<file path="src/rtl/morse_key_conditioner_if.sv">
// Key-conditioner signal bundle: raw key pin in, debounced level, strobes and press length out.
interface morse_key_conditioner_if #(
  parameter int LEN_W = 16
);
  logic             button_raw;
  logic             button_clean;
  logic             press_pulse;
  logic             release_pulse;
  logic [LEN_W-1:0] press_len;
  logic             press_len_valid;

  modport master (
    output button_raw,
    input  button_clean, press_pulse, release_pulse, press_len, press_len_valid
  );

  modport slave (
    input  button_raw,
    output button_clean, press_pulse, release_pulse, press_len, press_len_valid
  );
endinterface

</file>
<file path="src/rtl/morse_key_conditioner.sv">
// Synchronises and debounces a raw Morse key, emitting a clean level, press/release
// strobes and the measured press duration for the downstream decoder.
module morse_key_conditioner #(
  parameter int DEBOUNCE_CYCLES = 16,
  parameter int LEN_W           = 16
) (
  input  logic                    clk,
  input  logic                    rst_n,
  morse_key_conditioner_if.slave  kif
);
  localparam int               CNT_W    = $clog2(DEBOUNCE_CYCLES) + 1;
  localparam logic [CNT_W-1:0] CNT_LAST = CNT_W'(DEBOUNCE_CYCLES - 1);

  if (DEBOUNCE_CYCLES < 1) begin : g_bad_param
    $error("DEBOUNCE_CYCLES must be >= 1");
  end

  // Bit 1 of the encoding is the debounced level, so button_clean decodes glitch-free.
  typedef enum logic [1:0] {
    IDLE         = 2'b00,
    PRESS_PEND   = 2'b01,
    HELD         = 2'b10,
    RELEASE_PEND = 2'b11
  } state_e;

  state_e           state, state_nxt;
  logic [1:0]       sync_pipe;
  logic             s2;
  logic [CNT_W-1:0] cnt;
  logic [LEN_W-1:0] len_cnt, len_inc, press_len_q;
  logic             press_q, release_q;
  logic             clean, differ, commit, rise, fall;

  assign s2 = sync_pipe[1];

  always_ff @(posedge clk or negedge rst_n) begin
    if (!rst_n) sync_pipe <= '0;
    else        sync_pipe <= {sync_pipe[0], kif.button_raw};
  end

  // State register
  always_ff @(posedge clk or negedge rst_n) begin
    if (!rst_n) state <= IDLE;
    else        state <= state_nxt;
  end

  // Next-state logic; commit takes priority so DEBOUNCE_CYCLES=1 skips the pending state.
  always_comb begin
    state_nxt = state;
    unique case (state)
      IDLE:         if (commit) state_nxt = HELD;
                    else if (s2) state_nxt = PRESS_PEND;
      PRESS_PEND:   if (commit) state_nxt = HELD;
                    else if (!s2) state_nxt = IDLE;
      HELD:         if (commit) state_nxt = IDLE;
                    else if (!s2) state_nxt = RELEASE_PEND;
      RELEASE_PEND: if (commit) state_nxt = IDLE;
                    else if (s2) state_nxt = HELD;
      default:      state_nxt = IDLE;
    endcase
  end

  // Output / qualifier decode
  always_comb begin
    clean   = state[1];
    differ  = (s2 != clean);
    commit  = differ && (cnt == CNT_LAST);
    rise    = commit && !clean;
    fall    = commit && clean;
    len_inc = (&len_cnt) ? len_cnt : len_cnt + 1'b1;
  end

  // Any cycle at the settled level drops a partial count.
  always_ff @(posedge clk or negedge rst_n) begin
    if (!rst_n)                cnt <= '0;
    else if (differ && !commit) cnt <= cnt + 1'b1;
    else                       cnt <= '0;
  end

  // Counts every edge with clean=1, so the falling-commit edge is included via len_inc.
  always_ff @(posedge clk or negedge rst_n) begin
    if (!rst_n) begin
      len_cnt     <= '0;
      press_len_q <= '0;
      press_q     <= 1'b0;
      release_q   <= 1'b0;
    end else begin
      press_q   <= rise;
      release_q <= fall;
      if (rise)       len_cnt <= '0;
      else if (clean) len_cnt <= len_inc;
      if (fall)       press_len_q <= len_inc;
    end
  end

  assign kif.button_clean    = clean;
  assign kif.press_pulse     = press_q;
  assign kif.release_pulse   = release_q;
  assign kif.press_len_valid = release_q;
  assign kif.press_len       = press_len_q;
endmodule

</file>
<file path="src/flat_wrapper.sv">
// flat-port wrapper written by rule: the top's interface ports become plain ports
module morse_key_conditioner_flat 
#(
  parameter int DEBOUNCE_CYCLES = 16,
  parameter int LEN_W           = 16
)
  (clk, rst_n, kif_button_raw, kif_button_clean, kif_press_pulse, kif_release_pulse, kif_press_len, kif_press_len_valid);
  morse_key_conditioner_if #(.LEN_W(LEN_W)) kif_i ();
  input  logic clk;
  input  logic rst_n;
  input wire logic [$bits(kif_i.button_raw)-1:0] kif_button_raw;
  output wire logic [$bits(kif_i.button_clean)-1:0] kif_button_clean;
  output wire logic [$bits(kif_i.press_pulse)-1:0] kif_press_pulse;
  output wire logic [$bits(kif_i.release_pulse)-1:0] kif_release_pulse;
  output wire logic [$bits(kif_i.press_len)-1:0] kif_press_len;
  output wire logic [$bits(kif_i.press_len_valid)-1:0] kif_press_len_valid;
  assign kif_i.button_raw = kif_button_raw;
  assign kif_button_clean = kif_i.button_clean;
  assign kif_press_pulse = kif_i.press_pulse;
  assign kif_release_pulse = kif_i.release_pulse;
  assign kif_press_len = kif_i.press_len;
  assign kif_press_len_valid = kif_i.press_len_valid;
  morse_key_conditioner #(.DEBOUNCE_CYCLES(DEBOUNCE_CYCLES), .LEN_W(LEN_W)) u_core (.clk(clk), .rst_n(rst_n), .kif(kif_i));
endmodule
</file>
<file path="config.mk">
export PLATFORM = sky130hd
export DESIGN_NAME = morse_key_conditioner_flat
export DESIGN_NICKNAME = d
export VERILOG_FILES = /design/src/rtl/morse_key_conditioner_if.sv /design/src/rtl/morse_key_conditioner.sv /design/src/flat_wrapper.sv
export SDC_FILE = /design/constraint.sdc
export NUM_CORES = 1
export LEC_CHECK = 0
export BUFFER_PORTS_ARGS = -buffer_cell sky130_fd_sc_hd__clkbuf_2
export CORE_MARGIN = 1
export CORE_UTILIZATION = 58
export DETAILED_ROUTE_END_ITERATION = 7
export PLACE_DENSITY = 0.78
export SLEW_MARGIN = 30
export SYNTH_ARGS = -nofsm -noshare
export SYNTH_HDL_FRONTEND = slang
export SYNTH_SLANG_ARGS = --single-unit
export TNS_END_PERCENT = 20
</file>
<file path="constraint.sdc">
create_clock -name clk -period 2.5 [get_ports clk]
set_clock_uncertainty 0.15 [all_clocks]
set_input_delay 0.375 -clock clk [delete_from_list [all_inputs] [get_ports clk]]
set_output_delay 0.375 -clock clk [all_outputs]
set_load 0.05 [all_outputs]
</file>
==> results of run 1 <==
==> kinds of logic (layout without fill, tap and decap cells) <==
logic type	Yosys count	after routing	share of synthesized area, %
fa+ha+maj	3	3	1.73
buf+inv	20	48	4.33
simple gates	92	92	23.6
flops	42	42	48.4
compound gates	62	62	18.2
xor+xnor	5	5	2.36
mux	3	3	1.38
==> area by class of cell <==
type                    count  share of cell area (%)
clock buffers               5                    2.76
clock inverters             3                    2.76
inverters                   7                    1.05
multi-input cells         165                    41.1
flip-flops and latches     42                    42.2
well taps                  46                    2.31
repair buffers             33                    7.83
==> final timing paths <==
check	from	endpoint	cells after the start
setup reg to reg	u_core.cnt[0]$_DFF_PN0_	u_core.kif.press_len[3]$_DFFE_PN0P_	8
hold reg to reg	u_core.sync_pipe[0]$_DFF_PN0_	u_core.sync_pipe[1]$_DFF_PN0_	0
hold / removal	kif_button_raw	u_core.sync_pipe[0]$_DFF_PN0_	1
min in group asynchronous	rst_n	u_core.kif.press_len[1]$_DFFE_PN0P_	2
setup / recovery	u_core.cnt[0]$_DFF_PN0_	u_core.kif.press_len[3]$_DFFE_PN0P_	8
max in group asynchronous	rst_n	u_core.kif.press_len[3]$_DFFE_PN0P_	3
==> placed cells by master (no fill, tap or decap), types with 5 or more instances in the layout <==
cell,netlist,routed
clkbuf_2,0,22
buf_4,1,10
and3_1,7,7
nor2_1,15,15
a21oi_1,11,11
clkbuf_8,0,5
a31oi_1,7,7
and4_1,6,6
o21ai_0,8,8
nand2_1,27,27
inv_1,6,6
nand4_1,7,7
dfrtp_1,42,42
o21ai_1,16,16
nand3_1,9,9
==> synthesized netlist by cell type (all sizes together), types with 4 or more instances <==
master,n
a21oi,11
a31oi,7
and3,7
and4,6
buf,8
clkbuf,5
dfrtp,42
inv,6
nand2,27
nand3,10
nand4,9
nor2,16
nor4,4
o21ai,24
xor2,4
==> worst max-delay path, stage by stage, from the launching register on <==
cell	delay, ns
dfrtp_1	0.40
ha_1	0.23
and3_1	0.19
ha_1	0.22
nand2_1	0.07
or2_0	0.24
clkinv_1	0.32
o211ai_1	0.17
nand3_1	0.09
==> per-stage QoR <==
step	cell area [um^2]	hold slack, ns	utilization [%]	setup slack, ns	total power, uW
after CTS	2490	0.0242	71.9	0.299	1370
after detailed placement	2340	0.0405	67.6	0.314	730
after global placement	2340	0.0376	67.6	0.393	730
after global routing	2490	0.0294	71.9	0.0686	1390
final	2490	0.0312	71.9	0.309	1360
after floorplan	2170	-0.0706	-	0.421	710
==> sequential cells by signal, indices dropped and copies added (netlist names) <==
register	cells
u_core.state	1
u_core.kif.press_pulse	1
u_core.kif.press_len_valid	1
u_core.cnt	5
u_core.len_cnt	16
u_core.kif.press_len	16
u_core.sync_pipe	2
==> power breakdown <==
group          switching, uW  internal, uW
clock network            240           400
logic                   18.1          9.07
registers               4.49           685
==> routing by layer <==
metal,vias to the layer above,track usage [%],part of all wire (%)
met5,-,0,0
met4,0,14.0,1.0
met3,4,4.53,5.9
met2,61,38.0,46
met1,858,36.1,47
li1,894,-,-
==> results.txt, run 1 <==
- Result of the run: finished clean
- Synthesis produced a netlist with a net count of roughly 230.
- Placed Cells: 292
- DRC viols: 0
- CTS placed an instance of clkbuf_8 at the clock tree root.
- Area leader, netlist: dfrtp_1
- Pin count of the biggest net entering global routing: 24
- Maximum VDD drop: 0.000341 V
* Clock network latency to the later pin of the worst-skew pair: 0.30 ns
- The first TritonRoute pass finished after 4 iterations.
- The number of gates resized after CTS was 0.
* Top cells by area, synth: dfrtp_1 (48%), nand2_1 (4.7%), o21ai_1 (3.7%), nor2_1 (2.6%), a21oi_1 (2.5%)
* Final Hold Fails: 0
- Category of the most critical setup path: reg2reg
- Detailed Place HPWL: 3210 um
* Max Clock Freq: ~460 MHz
* Number of core rows: 21
- For this run, the number of standard cells in the final layout without fillers is 301.
- The count of nets left with antenna violations once routing finished came out at 0.
- Area taken by multi-input logic gates: 1020 um^2
* Kind of path behind the tightest hold check: in2reg
* GRT Util Overall: 25.8%
- The floorplan step set the die height to between 60 and 70 um.
* Final Slew Violations: 0
- The routed layout has 1817 vias.
* Ratio of cells with drive above 1 in the final layout: a little under a fifth
- During I/O placement, the number of pins put on the boundary was 23.
* Final sum of negative setup slack: 0 ns
* Worst slew margin relative to its limit: 63.1%
* Fill cell count: 278
- The share of the Yosys chip area taken by registers is 48.4%.
- Crit. End Element: flop
* RePlAce Congestion: 0.928
* Share of synthesized flip-flops with an asynchronous set or reset: between 90% and 100%
- X dimension of the die: 63.2 um
- Buffers inserted to repair hold after CTS numbered 1.
- Clock tree synthesis found a total of 42 sinks.
* Maximum fanout count along the critical path: 9
* Vias in the first global route: 1729
- Number of input and output port buffers inserted: 22
- Count of state elements after synthesis: 42
* Flip-flop and latch area: 1050 um^2
- Number of antenna violations at the first check in global routing: 0
- In this run, the number of DRC markers left after iteration 0 of detailed routing was between 100 and 150.
- Actual slew at the worst max-slew pin: about 0.55 ns
* Clock tree from TritonCTS: done
- N_diodes: 0
- Wire length of the first global-routing pass: 7920 um
- After clock tree synthesis, the setup repair step added 0 buffers.
- Using the TritonRoute via totals, the vias-per-cell ratio works out to 6.04.
- Critical Path Start Type: flop
- Counting flops with a built-in enable in the synthesized netlist gives 0.
- Most used flip-flop cell after synthesis: dfrtp_1
* Final setup fails: 0
- DRT Wirelength: 4480 um
- In this run the power density over the cells is ~540 nW/um^2.
- The number of clock buffers added by TritonCTS is 5.
- Synthesis produced 227 cells.
- Summing every instance area after synthesis gives approximately 2200 um^2.
* Core ar.: 3470 um^2
- Area delta synth->final: 14.9%
- Yosys mapped the design onto between 40 and 50 distinct sky130hd cell types.
- Setup repair after global routing left no endpoint under its margin.
- After detailed routing, the average wire length per cell comes to between 10 and 15 um.
- For this design the static power due to leakage is ~0.0012 uW.
* Flop-to-flop setup slack: around 0.31 ns
* Max cap viols: 0
- STA puts the critical path data arrival time at 2.22 ns.
* NumNets Final: 260
* Max H-tree Level: 2
* Effective utilization at floorplan: 62.6%
* Overflow after GRT: 0
- Final worst-path cycle share: ~90%
- Area enclosed by the die boundary: 3990 um^2
- Post-Synthesis Mean Instance Area: 9.56 um^2
- Number of warnings printed during yosys synthesis: 0
- Min cycle time layout: around 2.2 ns
- Required time of the worst setup path: 2.53 ns
- The longest clock path from root to sink contains 2 buffers.
- Summed over its instances, the top area cell type makes up roughly half of the synthesized netlist area.
- Clock transition at the registers of the reported paths: 0.08 ns
Note: power is estimated with default switching activity, not from simulation.
==> run 2: changes to the inputs <==
--- a/config.mk
+++ b/config.mk
@@ -7,9 +7,10 @@
 export LEC_CHECK = 0
 export BUFFER_PORTS_ARGS = -buffer_cell sky130_fd_sc_hd__clkbuf_2
 export CORE_MARGIN = 1
-export CORE_UTILIZATION = 58
+export CORE_UTILIZATION = 60
+export CTS_BUF_LIST = sky130_fd_sc_hd__clkbuf_2
 export DETAILED_ROUTE_END_ITERATION = 7
-export PLACE_DENSITY = 0.78
+export PLACE_DENSITY = 0.8
 export SLEW_MARGIN = 30
 export SYNTH_ARGS = -nofsm -noshare
 export SYNTH_HDL_FRONTEND = slang
==> results.txt, run 2 (synthesis results as in run 1) <==
- The flow ran to the end, and the final reports show no timing, DRC or antenna violations.
* Overflow after GRT: 0 (unchanged)
- Unrepaired setup endpoints after global routing: no
* Number of buffers and inverters on the critical path: 1 (unchanged)
* DRT Wirelength: 4560 um (+1.8%)
- Critical Path Start Type: flop
- The internal power came to 756 uW (-31%).
* Min cycle time layout: 2.31 ns (+0.117 ns)
* Gate power share: 2.8% (+0.8 points)
- Crit. End Element: flop
- The largest net degree at the start of global routing came to 43 (+79%).
- Via count: 1819 (+0.11%)
* I/O pin count: 23 (unchanged)
- For this design, the slowest cell found on the critical path is dfrtp_1.
- Effective utilization at floorplan: 64.0% (+1.5 points)
* Area delta synth->final: 9.57%
- Max Clock Freq: 433 MHz (-5.1%)
- The worst-skew pair later-pin latency is 0.41 ns (+0.11 ns).
- The number of sinks on the clock net was 42 (unchanged).
- The die span in x was 62.1 um (-1.6%).
- Static Leak: 0.00111 uW (-4.3%)
* Category of the most critical setup path: reg2reg
- The max-slew violation count was 0 (unchanged).
* RePlAce Congestion: 0.904 (-2.6%)
- The die boundary height is 62.1 um (-1.6%).
- Top library cells by usage in the layout, fill and taps aside: dfrtp_1 (42), nand2_1 (27), clkbuf_2 (27), o21ai_1 (16), nor2_1 (15)
* Required time of the worst setup path: 2.66 ns (+0.13 ns)
- Max H-tree Level: 2 (unchanged)
- Ratio of cells with drive above 1 in the final layout: 17.5% (-1.4 points)
* Maximum fanout count along the critical path: 9 (unchanged)
* Clock root buffer master: clkbuf_2
* Number of violations reported at the end of detailed-routing iteration 0: 143 (-2.7%)
- Maximum cell stage delay along the critical path: 0.44 ns (+0.04 ns)
- Max cap viols: 0 (unchanged)
- Fraction of power spent switching nets: 23.6% (+4.3 points)
- Cell Chain, Critical Path: ha_1 > and3_1 > ha_1 > nand2_1 > or2_0 > clkinv_1 > o211ai_1 > nand3_1
- The area enclosed by the die boundary came to 3860 um^2 (-3.2%).
- The first-pass iteration count of the detailed router came to 4 (unchanged).
- Maximum VDD drop: 0.000385 V (+13%)
- Utilization after layout: 70.1% (-1.7 points)
- N_diodes: 0 (unchanged)
* Number of input and output port buffers inserted: 22 (unchanged)
- The number of clock buffers inserted by TritonCTS came to 5 (unchanged).
- Final worst-path cycle share: 92.3% (+4.7 points)
- Vias in the first global route: 1663 (-3.8%)
* DRC viols: 0 (unchanged)
- The clock network fraction of total power came to 27.4% (-20 points).
- Final setup fails: 0 (unchanged)
- TritonCTS built the clock tree.
* Number of nets still failing antenna checks after routing: 0 (unchanged)
* Power density of the placed cells: 416 nW/um^2 (-23%)
- Number of buffers between clock root and the deepest sink: 2 (unchanged)
- Kind of path behind the tightest hold check: reg2reg
* NumNets Final: 258 (-0.77%)
- The average vias per placed instance is 6.10 (+1.1%).
- The initial antenna violation count was 0 (unchanged).
- The worst max-slew margin expressed relative to the limit is 58.8% (-4.3 points).
- Cells resized by post-CTS repair: 0 (unchanged)
- Clock transition at the registers of the reported paths: 0.19 ns (+0.11 ns)
* Most common cell after layout, fill and taps aside: dfrtp_1
- Core ar.: 3390 um^2 (-2.3%)
* Number of core rows: 21 (unchanged)
- The transition at the pin with the smallest max-transition slack was 0.618 ns (+0.0701 ns).
- The number of endpoints with negative hold slack in the final report is 0 (unchanged).
* Final sum of negative setup slack: 0 ns (unchanged)
- The first-pass GRT wire length came to 7760 um (-2.1%).
- Detailed Place HPWL: 3310 um (+3.1%)
- Critical Path AT: 2.47 ns (+0.25 ns)
- Fraction of power consumed by sequential logic: 69.8% (+19 points)
- Switching power summed over all nets: 234 uW (-11%)
* CP delay by family, top: simple AND/OR/NAND/NOR gates
- GRT Util Overall: 26.3% (+0.52 points)
- In this design, the critical path's most frequently occurring cell is ha_1.
* Detail-routed net length per standard cell: 15.3 um (+2.8%)
[run 2: routing by layer]
metal,track usage (%),up-vias,routed length (um),share of wire (%)
li1,-,890,-,-
met1,37.7,852,2100,46
met2,38.9,69,2090,46
met3,4.60,8,304,6.7
met4,12.8,0,63,1.4
met5,0,-,0,0
[run 2: final timing paths]
| path | depth (start not counted) | to | startpoint | slack (ns) |
|---|---|---|---|---|
| min | 0 | u_core.sync_pipe[1]$_DFF_PN0_ | u_core.sync_pipe[0]$_DFF_PN0_ | 0.22 |
| max reg2reg | 8 | u_core.kif.press_len[3]$_DFFE_PN0P_ | u_core.cnt[0]$_DFF_PN0_ | 0.19 |
| min in group asynchronous | 3 | u_core.kif.press_len[6]$_DFFE_PN0P_ | rst_n | 0.38 |
| min reg2reg | 0 | u_core.sync_pipe[1]$_DFF_PN0_ | u_core.sync_pipe[0]$_DFF_PN0_ | 0.22 |
| max | 8 | u_core.kif.press_len[3]$_DFFE_PN0P_ | u_core.cnt[0]$_DFF_PN0_ | 0.19 |
| max in group asynchronous | 3 | u_core.len_cnt[6]$_DFFE_PN0P_ | rst_n | 1.47 |
[run 2: power groups by stage]
stage	Sequential [uW]	Combinational (uW)	Clock (uW)
floorplan	702	8.21	0
global route	692	32.3	305
detailed placement	703	27.2	0
global placement	702	25.8	0
finish	691	27.9	271
CTS	691	29.7	276
[run 2: what timing repair did]
item	CTS	global route
hold buffers	2	0
hold endpoints to repair	43	0
setup buffers	0	0
[run 2: final cells by class]
cell class,count,area [um^2]
clock inverter,2,10.0
sequential,42,1050
fill,259,1010
tap,46,57.6
inverter,7,26.3
clock buffer,5,25.0
timing repair buffer,31,183
multi-input combinational,165,1020
[run 2: through the flow]
stage               total power (uW)  worst slack [ns]  instance area (um^2)  cells  hold slack [ns]
finish                           990             0.192                  2380    298            0.223
global route                    1030            0.0198                  2380    298            0.231
detailed placement               730             0.191                  2320    289            0.186
floorplan                        710             0.421                  2170    227          -0.0706
CTS                              997             0.161                  2380    298            0.227
global placement                 728             0.289                  2320    289            0.184
==> run 3: changes to the inputs <==
--- a/config.mk
+++ b/config.mk
@@ -7,10 +7,10 @@
 export LEC_CHECK = 0
 export BUFFER_PORTS_ARGS = -buffer_cell sky130_fd_sc_hd__clkbuf_2
 export CORE_MARGIN = 1
-export CORE_UTILIZATION = 60
+export CORE_UTILIZATION = 35
 export CTS_BUF_LIST = sky130_fd_sc_hd__clkbuf_2
 export DETAILED_ROUTE_END_ITERATION = 7
-export PLACE_DENSITY = 0.8
+export PLACE_DENSITY = 0.51
 export SLEW_MARGIN = 30
 export SYNTH_ARGS = -nofsm -noshare
 export SYNTH_HDL_FRONTEND = slang
==> results.txt, run 3 (synthesis results as in run 1) <==
* Buffer count from post-CTS setup fixing: 0 (unchanged)
- The data arrival at the endpoint of the critical path came to 2.41 ns (-0.06 ns).
- Number of core rows: 28 (+33%)
- Max Clock Freq: 443 MHz (+2.3%)
* Fraction of power spent switching nets: 24.1% (+0.47 points)
- Maximum fanout count along the critical path: 9 (unchanged)
- Pin count of the biggest net entering global routing: 43 (unchanged)
- The antenna violation net count after detailed routing came to 0 (unchanged).
* Ratio of cells with drive above 1 in the final layout: 18.1% (+0.65 points)
- Area enclosed by the die boundary: 6520 um^2 (+69%)
* Pre-antenna DRT Iters: 4 (unchanged)
* Gate power share: 2.8% (about the same)
* Kind of path behind the tightest hold check: reg2reg
- The share of power burned in registers was 68.6% (-1.2 points).
- Post-Place Worst Slack: 0.201 ns (+0.00978 ns)
* Crit. End Element: flop
- The die boundary height came to 80.7 um (+30%).
- DRT Wirelength: 5050 um (+11%)
* Number of antenna violations at the first check in global routing: 0 (unchanged)
- Setup repair after global routing left no endpoint under its margin.
- The sum of negative setup slack is 0 ns (unchanged).
- Final worst-path cycle share: 90.2% (-2.1 points)
* Power density of the placed cells: 415 nW/um^2 (-0.45%)
* Logic depth of the worst register-to-register path: 8 (unchanged)
- The worst setup slack after layout was 0.244 ns (+0.0517 ns).
* Number of input and output port buffers inserted: 22 (unchanged)
- The number of endpoints with negative hold slack in the final report came to 0 (unchanged).
* Final setup fails: 0 (unchanged)
- The half-perimeter wire length after detailed placement came to 3640 um (+10%).
- The number of stages on the worst hold path came to 0 (unchanged).
- Min cycle time layout: 2.26 ns (-0.0517 ns)
* Core ar.: 5960 um^2 (+76%)
* Required time of the worst setup path: 2.65 ns (about the same)
- The via count was 1776 (-2.4%).
- The net switching power was 243 uW (+3.7%).
- STA classifies the critical path startpoint as a flop.
* Placed Cells: 319 (+10%)
* Clock tree from TritonCTS: done
- The internal power was 764 uW (+1.1%).
- Result of the run: finished clean
- The starting density of the core came to 36.4% (-28 points).
* Clock network fraction of total power: 28.6% (+1.2 points)
- I/O pin count: 23 (unchanged)
* Clock network latency to the later pin of the worst-skew pair: 0.41 ns (about the same)
- In this run the clock root is driven by a clkbuf_2.
* Category of the most critical setup path: reg2reg
- The worst max-slew margin expressed relative to the limit was 59.5% (+0.69 points).
- Static Leak: 0.00111 uW (+0.18%)
* TritonCTS buffer count: 5 (unchanged)
- Non-Filler Instances: 329 (+10%)
* Overflow after GRT: 0 (unchanged)
- Top library cells by usage in the layout, fill and taps aside: dfrtp_1 (42), clkbuf_2 (28), nand2_1 (27), o21ai_1 (16), nor2_1 (15)
- Via density: 5.40 (-12%)
- RePlAce Congestion: 0.788 (-13%)
* Detail-routed net length per standard cell: 15.4 um (+0.40%)
- Utilization after layout: 40.8% (-29 points)
- N_diodes: 0 (unchanged)
- The number of design rule violations left after detail routing came to 0 (unchanged).
- Number of buffers between clock root and the deepest sink: 2 (unchanged)
- X dimension of the die: 80.7 um (+30%)
- Clock tree sinks: 42 (unchanged)
* Vias in the first global route: 1682 (+1.1%)
* Max cap viols: 0 (unchanged)
- Maximum VDD drop: 0.000155 V (-60%)
- Max H-tree Level: 2 (unchanged)
* Wire length of the first global-routing pass: 8640 um (+11%)
* NumNets Final: 259 (+0.39%)
- The library cell used most frequently in the layout, excluding fill and tap cells, is dfrtp_1.
- Clock transition at the registers of the reported paths: 0.19 ns (about the same)
- Actual slew at the worst max-slew pin: 0.602 ns (-0.0159 ns)
* Final Slew Violations: 0 (unchanged)
* Final-layout worst hold slack: 0.223 ns (+0.000257 ns)
- Compared with the post-synthesis result, the final layout area differs by 11.9%.
- GRT Util Overall: 17.6% (-8.8 points)
- Number of violations reported at the end of detailed-routing iteration 0: 131 (-8.4%)
## run 3: what timing repair did
item / 4_1_cts / 5_1_grt
endpoints found under the hold margin: 43 / 0
resized for setup: 0 / 1
hold buffers: 2 / 0
endpoints found under the setup margin: 0 / 1
## run 3: metrics by stage
stage | total power, uW | cell area [um^2]
finish | 1010 | 2430
global route | 1060 | 2430
CTS | 1030 | 2420
detailed placement | 730 | 2370
global placement | 730 | 2370
floorplan | 710 | 2170
## run 3: path summary, 6_finish.rpt
check / to / slack, ns / start
max: u_core.kif.press_len[3]$_DFFE_PN0P_ / 0.24 / u_core.cnt[0]$_DFF_PN0_
min: u_core.sync_pipe[1]$_DFF_PN0_ / 0.22 / u_core.sync_pipe[0]$_DFF_PN0_
max reg2reg: u_core.kif.press_len[3]$_DFFE_PN0P_ / 0.24 / u_core.cnt[0]$_DFF_PN0_
min reg2reg: u_core.sync_pipe[1]$_DFF_PN0_ / 0.22 / u_core.sync_pipe[0]$_DFF_PN0_
max in group asynchronous: u_core.len_cnt[9]$_DFFE_PN0P_ / 1.39 / rst_n
min in group asynchronous: u_core.kif.press_len[4]$_DFFE_PN0P_ / 0.40 / rst_n
## run 3: cell type report
cell class / instances / area [um^2]
Inverter: 7 / 30.0
Clock buffer: 6 / 30.0
Timing Repair Buffer: 32 / 190
Multi-Input combinational cell: 165 / 1020
Tap cell: 75 / 93.8
Clock inverter: 2 / 8.76
Fill cell: 617 / 3530
Sequential cell: 42 / 1050
## run 3: worst max-delay path: stages, from the launching register on
cell        delay, ns
dfrtp_1          0.43
ha_1             0.22
and3_1           0.19
ha_1             0.22
nand2_1          0.07
or2_0            0.32
clkinvlp_4       0.33
o211ai_1         0.15
nand3_1          0.09
## run 3: routing by layer
metal | vias to the layer above | part of all wire (%) | GRT usage [%]
met3 | 9 | 3.3 | 3.82
met1 | 835 | 49 | 24.3
met2 | 43 | 46 | 26.8
li1 | 889 | - | -
met5 | - | 0 | 0
met4 | 0 | 1.8 | 6.79
## run 3: power by group through the flow
stage / Sequential [uW] / Combinational, uW / Clock, uW
final: 691 / 28.2 / 288
after global routing: 693 / 33.0 / 338
after CTS: 691 / 29.9 / 310
after detailed placement: 703 / 27.4 / 0
after global placement: 703 / 27.5 / 0
after floorplan: 702 / 8.21 / 0
